File: src/rtl/conv_frame_sequencer.sv
// Frame-level controller for the convolution FIR datapath: double-buffered coefficient
// banks, sample streaming, zero-flush of the filter tail and output collection per frame.
module conv_frame_sequencer #(
  parameter int DATA_WIDTH = 16,
  parameter int N_TAPS     = 16,
  parameter int LEN_W      = 16
) (
  input  logic                           clk,
  input  logic                           rst_n,
  input  logic                           start,
  input  logic                           abort,
  input  logic [LEN_W-1:0]               frame_len,
  input  logic                           coef_wr_en,
  input  logic [$clog2(N_TAPS)-1:0]      coef_addr,
  input  logic [DATA_WIDTH-1:0]          coef_data,
  input  logic                           s_valid,
  input  logic [DATA_WIDTH-1:0]          s_data,
  output logic                           s_ready,
  output logic                           conv_valid_in,
  output logic [DATA_WIDTH-1:0]          conv_x,
  output logic [N_TAPS*DATA_WIDTH-1:0]   conv_h,
  input  logic                           conv_valid_out,
  input  logic [DATA_WIDTH-1:0]          conv_y,
  output logic                           m_valid,
  output logic [DATA_WIDTH-1:0]          m_data,
  output logic                           m_last,
  output logic                           busy,
  output logic                           done
);

  localparam int AW = $clog2(N_TAPS);
  localparam logic [AW:0]      TAP_COUNT  = (AW+1)'(N_TAPS);
  localparam logic [LEN_W:0]   TAIL       = (LEN_W+1)'(N_TAPS - 1);
  localparam logic [LEN_W-1:0] FLUSH_LAST = LEN_W'(N_TAPS - 2);

  typedef enum logic [2:0] {
    ST_IDLE   = 3'd0,
    ST_STREAM = 3'd1,
    ST_FLUSH  = 3'd2,
    ST_DRAIN  = 3'd3,
    ST_DONE   = 3'd4
  } state_t;

  state_t                  state_r, next_state_s;
  logic [DATA_WIDTH-1:0]   shadow_r [N_TAPS];
  logic [LEN_W-1:0]        len_r, in_cnt_r, flush_cnt_r;
  logic [LEN_W:0]          out_cnt_r, total_s;
  logic                    accept_s, count_s, start_ok_s, in_last_s, flush_last_s;

  // Handshake qualifiers and next-state selection; abort overrides everything.
  always_comb begin
    total_s      = {1'b0, len_r} + TAIL;
    accept_s     = s_valid && s_ready;
    start_ok_s   = (state_r == ST_IDLE) && start && !abort;
    in_last_s    = accept_s && (in_cnt_r == (len_r - {{(LEN_W-1){1'b0}}, 1'b1}));
    flush_last_s = (flush_cnt_r == FLUSH_LAST);
    count_s      = conv_valid_out && ((state_r == ST_STREAM) || (state_r == ST_FLUSH) ||
                                      (state_r == ST_DRAIN));
    next_state_s = state_r;
    if (abort) begin
      next_state_s = ST_IDLE;
    end else begin
      case (state_r)
        ST_IDLE: begin
          if (start) begin
            next_state_s = (frame_len == {LEN_W{1'b0}}) ? ST_DONE : ST_STREAM;
          end else begin
            next_state_s = ST_IDLE;
          end
        end
        ST_STREAM: next_state_s = in_last_s ? ST_FLUSH : ST_STREAM;
        ST_FLUSH:  next_state_s = flush_last_s ? ST_DRAIN : ST_FLUSH;
        ST_DRAIN:  next_state_s = (out_cnt_r == total_s) ? ST_DONE : ST_DRAIN;
        ST_DONE:   next_state_s = ST_IDLE;
        default:   next_state_s = ST_IDLE;
      endcase
    end
  end

  // State register with the status flags derived from the upcoming state.
  always_ff @(posedge clk or negedge rst_n) begin
    if (!rst_n) begin
      state_r <= ST_IDLE;
      s_ready <= 1'b0;
      busy    <= 1'b0;
      done    <= 1'b0;
    end else begin
      state_r <= next_state_s;
      s_ready <= (next_state_s == ST_STREAM);
      busy    <= (next_state_s != ST_IDLE);
      done    <= (next_state_s == ST_DONE);
    end
  end

  // Shadow bank takes host writes at any time; the active bank copies it only on an accepted start.
  always_ff @(posedge clk or negedge rst_n) begin
    if (!rst_n) begin
      for (int k = 0; k < N_TAPS; k++) shadow_r[k] <= {DATA_WIDTH{1'b0}};
      conv_h <= {(N_TAPS*DATA_WIDTH){1'b0}};
    end else begin
      if (coef_wr_en && ({1'b0, coef_addr} < TAP_COUNT)) shadow_r[coef_addr] <= coef_data;
      if (start_ok_s) begin
        for (int k = 0; k < N_TAPS; k++) conv_h[k*DATA_WIDTH +: DATA_WIDTH] <= shadow_r[k];
      end
    end
  end

  // Input side: frame length latch, sample/flush beat generation and their counters.
  always_ff @(posedge clk or negedge rst_n) begin
    if (!rst_n) begin
      len_r         <= {LEN_W{1'b0}};
      in_cnt_r      <= {LEN_W{1'b0}};
      flush_cnt_r   <= {LEN_W{1'b0}};
      conv_valid_in <= 1'b0;
      conv_x        <= {DATA_WIDTH{1'b0}};
    end else if (abort) begin
      conv_valid_in <= 1'b0;
      conv_x        <= {DATA_WIDTH{1'b0}};
    end else begin
      conv_valid_in <= 1'b0;
      conv_x        <= {DATA_WIDTH{1'b0}};
      case (state_r)
        ST_IDLE: begin
          if (start) begin
            len_r       <= frame_len;
            in_cnt_r    <= {LEN_W{1'b0}};
            flush_cnt_r <= {LEN_W{1'b0}};
          end
        end
        ST_STREAM: begin
          if (accept_s) begin
            conv_valid_in <= 1'b1;
            conv_x        <= s_data;
            in_cnt_r      <= in_cnt_r + {{(LEN_W-1){1'b0}}, 1'b1};
          end
        end
        ST_FLUSH: begin
          conv_valid_in <= 1'b1;
          flush_cnt_r   <= flush_cnt_r + {{(LEN_W-1){1'b0}}, 1'b1};
        end
        default: begin
          conv_valid_in <= 1'b0;
        end
      endcase
    end
  end

  // Output side: outputs only count while a frame is live, so stale results after abort vanish.
  always_ff @(posedge clk or negedge rst_n) begin
    if (!rst_n) begin
      out_cnt_r <= {(LEN_W+1){1'b0}};
      m_valid   <= 1'b0;
      m_data    <= {DATA_WIDTH{1'b0}};
      m_last    <= 1'b0;
    end else if (abort) begin
      m_valid <= 1'b0;
      m_data  <= {DATA_WIDTH{1'b0}};
      m_last  <= 1'b0;
    end else begin
      m_valid <= count_s;
      m_data  <= count_s ? conv_y : {DATA_WIDTH{1'b0}};
      m_last  <= count_s && (out_cnt_r == (total_s - {{LEN_W{1'b0}}, 1'b1}));
      if (start_ok_s) begin
        out_cnt_r <= {(LEN_W+1){1'b0}};
      end else if (count_s) begin
        out_cnt_r <= out_cnt_r + {{LEN_W{1'b0}}, 1'b1};
      end
    end
  end

endmodule

File: config.mk
export PLATFORM = sky130hd
export DESIGN_NAME = conv_frame_sequencer
export DESIGN_NICKNAME = d
export VERILOG_FILES = /design/src/rtl/conv_frame_sequencer.sv
export SDC_FILE = /design/constraint.sdc
export NUM_CORES = 1
export LEC_CHECK = 0
export BUFFER_PORTS_ARGS = -buffer_cell sky130_fd_sc_hd__buf_2
export CAP_MARGIN = 20
export CORE_ASPECT_RATIO = 0.6
export CORE_MARGIN = 2
export CORE_UTILIZATION = 50
export DETAILED_ROUTE_END_ITERATION = 8
export GPL_TIMING_DRIVEN = 0
export PLACE_DENSITY = 0.71
export SLEW_MARGIN = 20
export SYNTH_ARGS = -nofsm -noshare
export SYNTH_HDL_FRONTEND = slang
export SYNTH_SLANG_ARGS = --single-unit
File: constraint.sdc
create_clock -name clk -period 3.6 [get_ports clk]
set_input_delay 0.54 -clock clk [delete_from_list [all_inputs] [get_ports clk]]
set_output_delay 0.54 -clock clk [all_outputs]
set_load 0.01 [all_outputs]
==> summary.txt <==
status - finished clean
CTS tree - done
Setup WS pre-CTS - -0.3704 ns
most common cell in the netlist - nand2_1
Nets - 2865
Worst EP required - 4.07 ns
worst min path class - in -> reg
cell area after placement - 28080 sq um
Die Wd - 294.2 um
commonest cells in the netlist - nand2_1, dfrtp_1, mux2_2
DRC Markers - 0
sequential-to-total area share from yosys stat - 0.6123
top-area cell type share of the netlist area - 0.6123
clock slew at the register clock pins of the worst setup and hold paths - 0.06 ns
Avg Cell Area, Syn - 10.74 sq um
DR iter-0 viols - 1422
critical path class - reg -> reg
maximum vdd drop - 0.3590 mV
Die ar. - 52390 sq um
Post-synth EDFFs - 0
core area - 49660 sq um
total track usage - 0.2680
Design Area, Final - 30130 sq um
Detailed Place HPWL - 50210 um
first-pass GRT wire length - 107500 um
layout cell share with drive strength beyond 1 - 0.2647
CTS H-tree lvls - 2
Initial Utilization - 0.5086
Num CTS Buffers - 55
Tcrit/Tclk final - 0.9599
Rows - 63
post-route minimum period - 3.456 ns
routed wire length - 70330 um
dominant cells by area after synthesis - dfrtp_1, nand2_1, mux2_2, clkbuf_1, xor2_1
Slew Viols, Final - 0
1st-pass router iterations - 5
Final Instance Count excl. Fillers - 3482
Fin. Hold Viols - 0
number of global-route vias before repair - 18401
Area Growth Syn to Fin - 19.28%
Critical Path End Type - register
maxcap violations - 0
Post-Route Skew - 0.01795 ns
Post-Syn Instances - 2352
Routed Antenna Nets - 0
CP max FO - 10
actual slew at the worst max-slew pin - 1.171 ns
Vert. Die Dim - 178.1 um
Layout Utilization - 0.6067
Cell Area, Synth - 25260 sq um
WL per Instance - 20.20 um
vias - 18750
Final Power - 19430 uW
post-synth top area cell - dfrtp_1
Slew headroom - 0.2196
I/O pins - 369
IO Port Bufs - 366
async set-or-reset flop fraction in the synthesized netlist - 1.000
synth warn - 0
dominant register cell in the synthesized netlist - dfrtp_1
DP Cell Count - 3374
clk_lat worst skew - 0.59 ns
total gr overflow - 0
nature of the critical path startpoint - register
FF+latch count, synth - 618
initial antenna violation count - 8
syn_nets - 2433
Vias/cell - 5.385
Routability Congestion - 0.8889
Arr. time, crit path - 3.92 ns
fmax - 0.2894 GHz
clk root buf - clkbuf_16
PwrDens - 644.8 nW/um^2
Finish-stage setup viols - 0
Pleak - 0.01530 uW
post-synthesis cell type count - 65
CTS Sinks - 618
RSZ-0062 raised after global routing - yes
Bufs on Longest Clock Path - 3
largest net degree at the start of global routing - 110
Setup WS post-layout - 0.1444 ns
==> power breakdown <==
part	internal (uW)	switching [uW]	leakage [uW]	total [uW]
registers	8380	857	0.00787	9240
clock network	3730	2640	0.000968	6370
logic	1600	2210	0.00646	3820
==> final cells by class <==
type                            count  area [sq um]
Fill cell                        4112         19530
Sequential cell                   618         15460
Multi-Input combinational cell   1584          9276
Timing Repair Buffer              375          2032
Clock buffer                       78          1585
Tap cell                          650         813.3
Buffer                            138         528.0
Clock inverter                     25         379.1
Inverter                           12         45.04
Antenna cell                        2         5.005
==> sequential cells by signal, indices dropped and copies added, names as in the netlist <==
register       cells
conv_valid_in      1
done               1
m_valid            1
state_r            3
conv_x            16
flush_cnt_r       16
shadow_r         256
s_ready            1
out_cnt_r         17
len_r             16
m_data            16
m_last             1
conv_h           256
busy               1
in_cnt_r          16
==> worst max-delay path, cell delays in order (launching register included) <==
cell,delay (ns)
dfrtp_1,0.47
buf_2,0.24
inv_1,0.12
ha_2,0.27
or3b_1,0.36
buf_2,0.20
nor3_4,0.20
xnor2_1,0.12
nor4b_2,0.38
nand4_1,0.27
nor4b_2,0.37
o21ai_0,0.15
and3_1,0.19
==> what timing repair did <==
action	in CTS	in global routing
buffers inserted	2	0
hold buffers	1	0
endpoints found under the setup margin	5	84
endpoints found under the hold margin	62	0
resized for setup	4	8
==> per-stage QoR <==
stage | TNS (ns) | hold slack [ns]
after global placement | -6202.23 | 0.4437
final | 0 | 0.1600
after global routing | -0.03472 | 0.1466
after floorplan | 0 | 0.2444
after CTS | 0 | 0.1306
after detailed placement | -1.027 | 0.4499
==> cell usage in the layout (no fill, tap or decap), types with 11 or more instances in the layout <==
| cell type | Yosys | final |
|---|---|---|
| nor4_1 | 20 | 18 |
| clkbuf_16 | 0 | 57 |
| xnor2_1 | 47 | 47 |
| a21oi_1 | 22 | 22 |
| buf_2 | 4 | 369 |
| mux2_2 | 256 | 256 |
| nand3_1 | 37 | 37 |
| nor2_1 | 86 | 86 |
| nand4_1 | 25 | 25 |
| clkbuf_1 | 131 | 143 |
| dfrtp_1 | 618 | 618 |
| o21ai_0 | 19 | 19 |
| and2_1 | 39 | 39 |
| inv_1 | 12 | 12 |
| nor3_1 | 15 | 14 |
| clkinv_2 | 0 | 11 |
| xor2_1 | 53 | 52 |
| nand2_1 | 855 | 855 |
==> worst paths after layout <==
kind | from | to | slack [ns] | depth (start not counted)
setup / recovery | len_r[0]$_DFFE_PN0P_ | s_ready$_DFF_PN0_ | 0.14 | 12
hold / removal | conv_y[2] | m_data[2]$_DFF_PN0_ | 0.16 | 2
setup reg to reg | len_r[0]$_DFFE_PN0P_ | s_ready$_DFF_PN0_ | 0.14 | 12
hold reg to reg | shadow_r[97]$_DFFE_PN0P_ | conv_h[145]$_DFFE_PN0P_ | 0.46 | 2
max in group asynchronous | rst_n | conv_h[120]$_DFFE_PN0P_ | 1.74 | 4
min in group asynchronous | rst_n | conv_h[246]$_DFFE_PN0P_ | 0.49 | 2
==> kinds of logic after synthesis <==
family                     after synthesis  share of synthesized area
xor gates and xnor gates               100                    0.03468
AOI/OAI and AO/OA                       77                    0.02056
buffers and inverters                  150                    0.02264
DFF                                    618                     0.6123
muxes                                  257                     0.1145
and+or+nand+nor                       1144                     0.1924
adders and majority gates                6                   0.002972
==> per-layer routing <==
| metal | GRT usage | routed length (um) | part of all wire | vias up |
|---|---|---|---|---|
| met5 | 0 | 0 | 0 | - |
| met4 | 0.07292 | 1854 | 0.026 | 0 |
| met3 | 0.04984 | 5165 | 0.073 | 114 |
| met2 | 0.4010 | 30930 | 0.44 | 647 |
| met1 | 0.4021 | 32380 | 0.46 | 9453 |
| li1 | - | - | - | 8536 |
(Power assumes the default switching activity.)
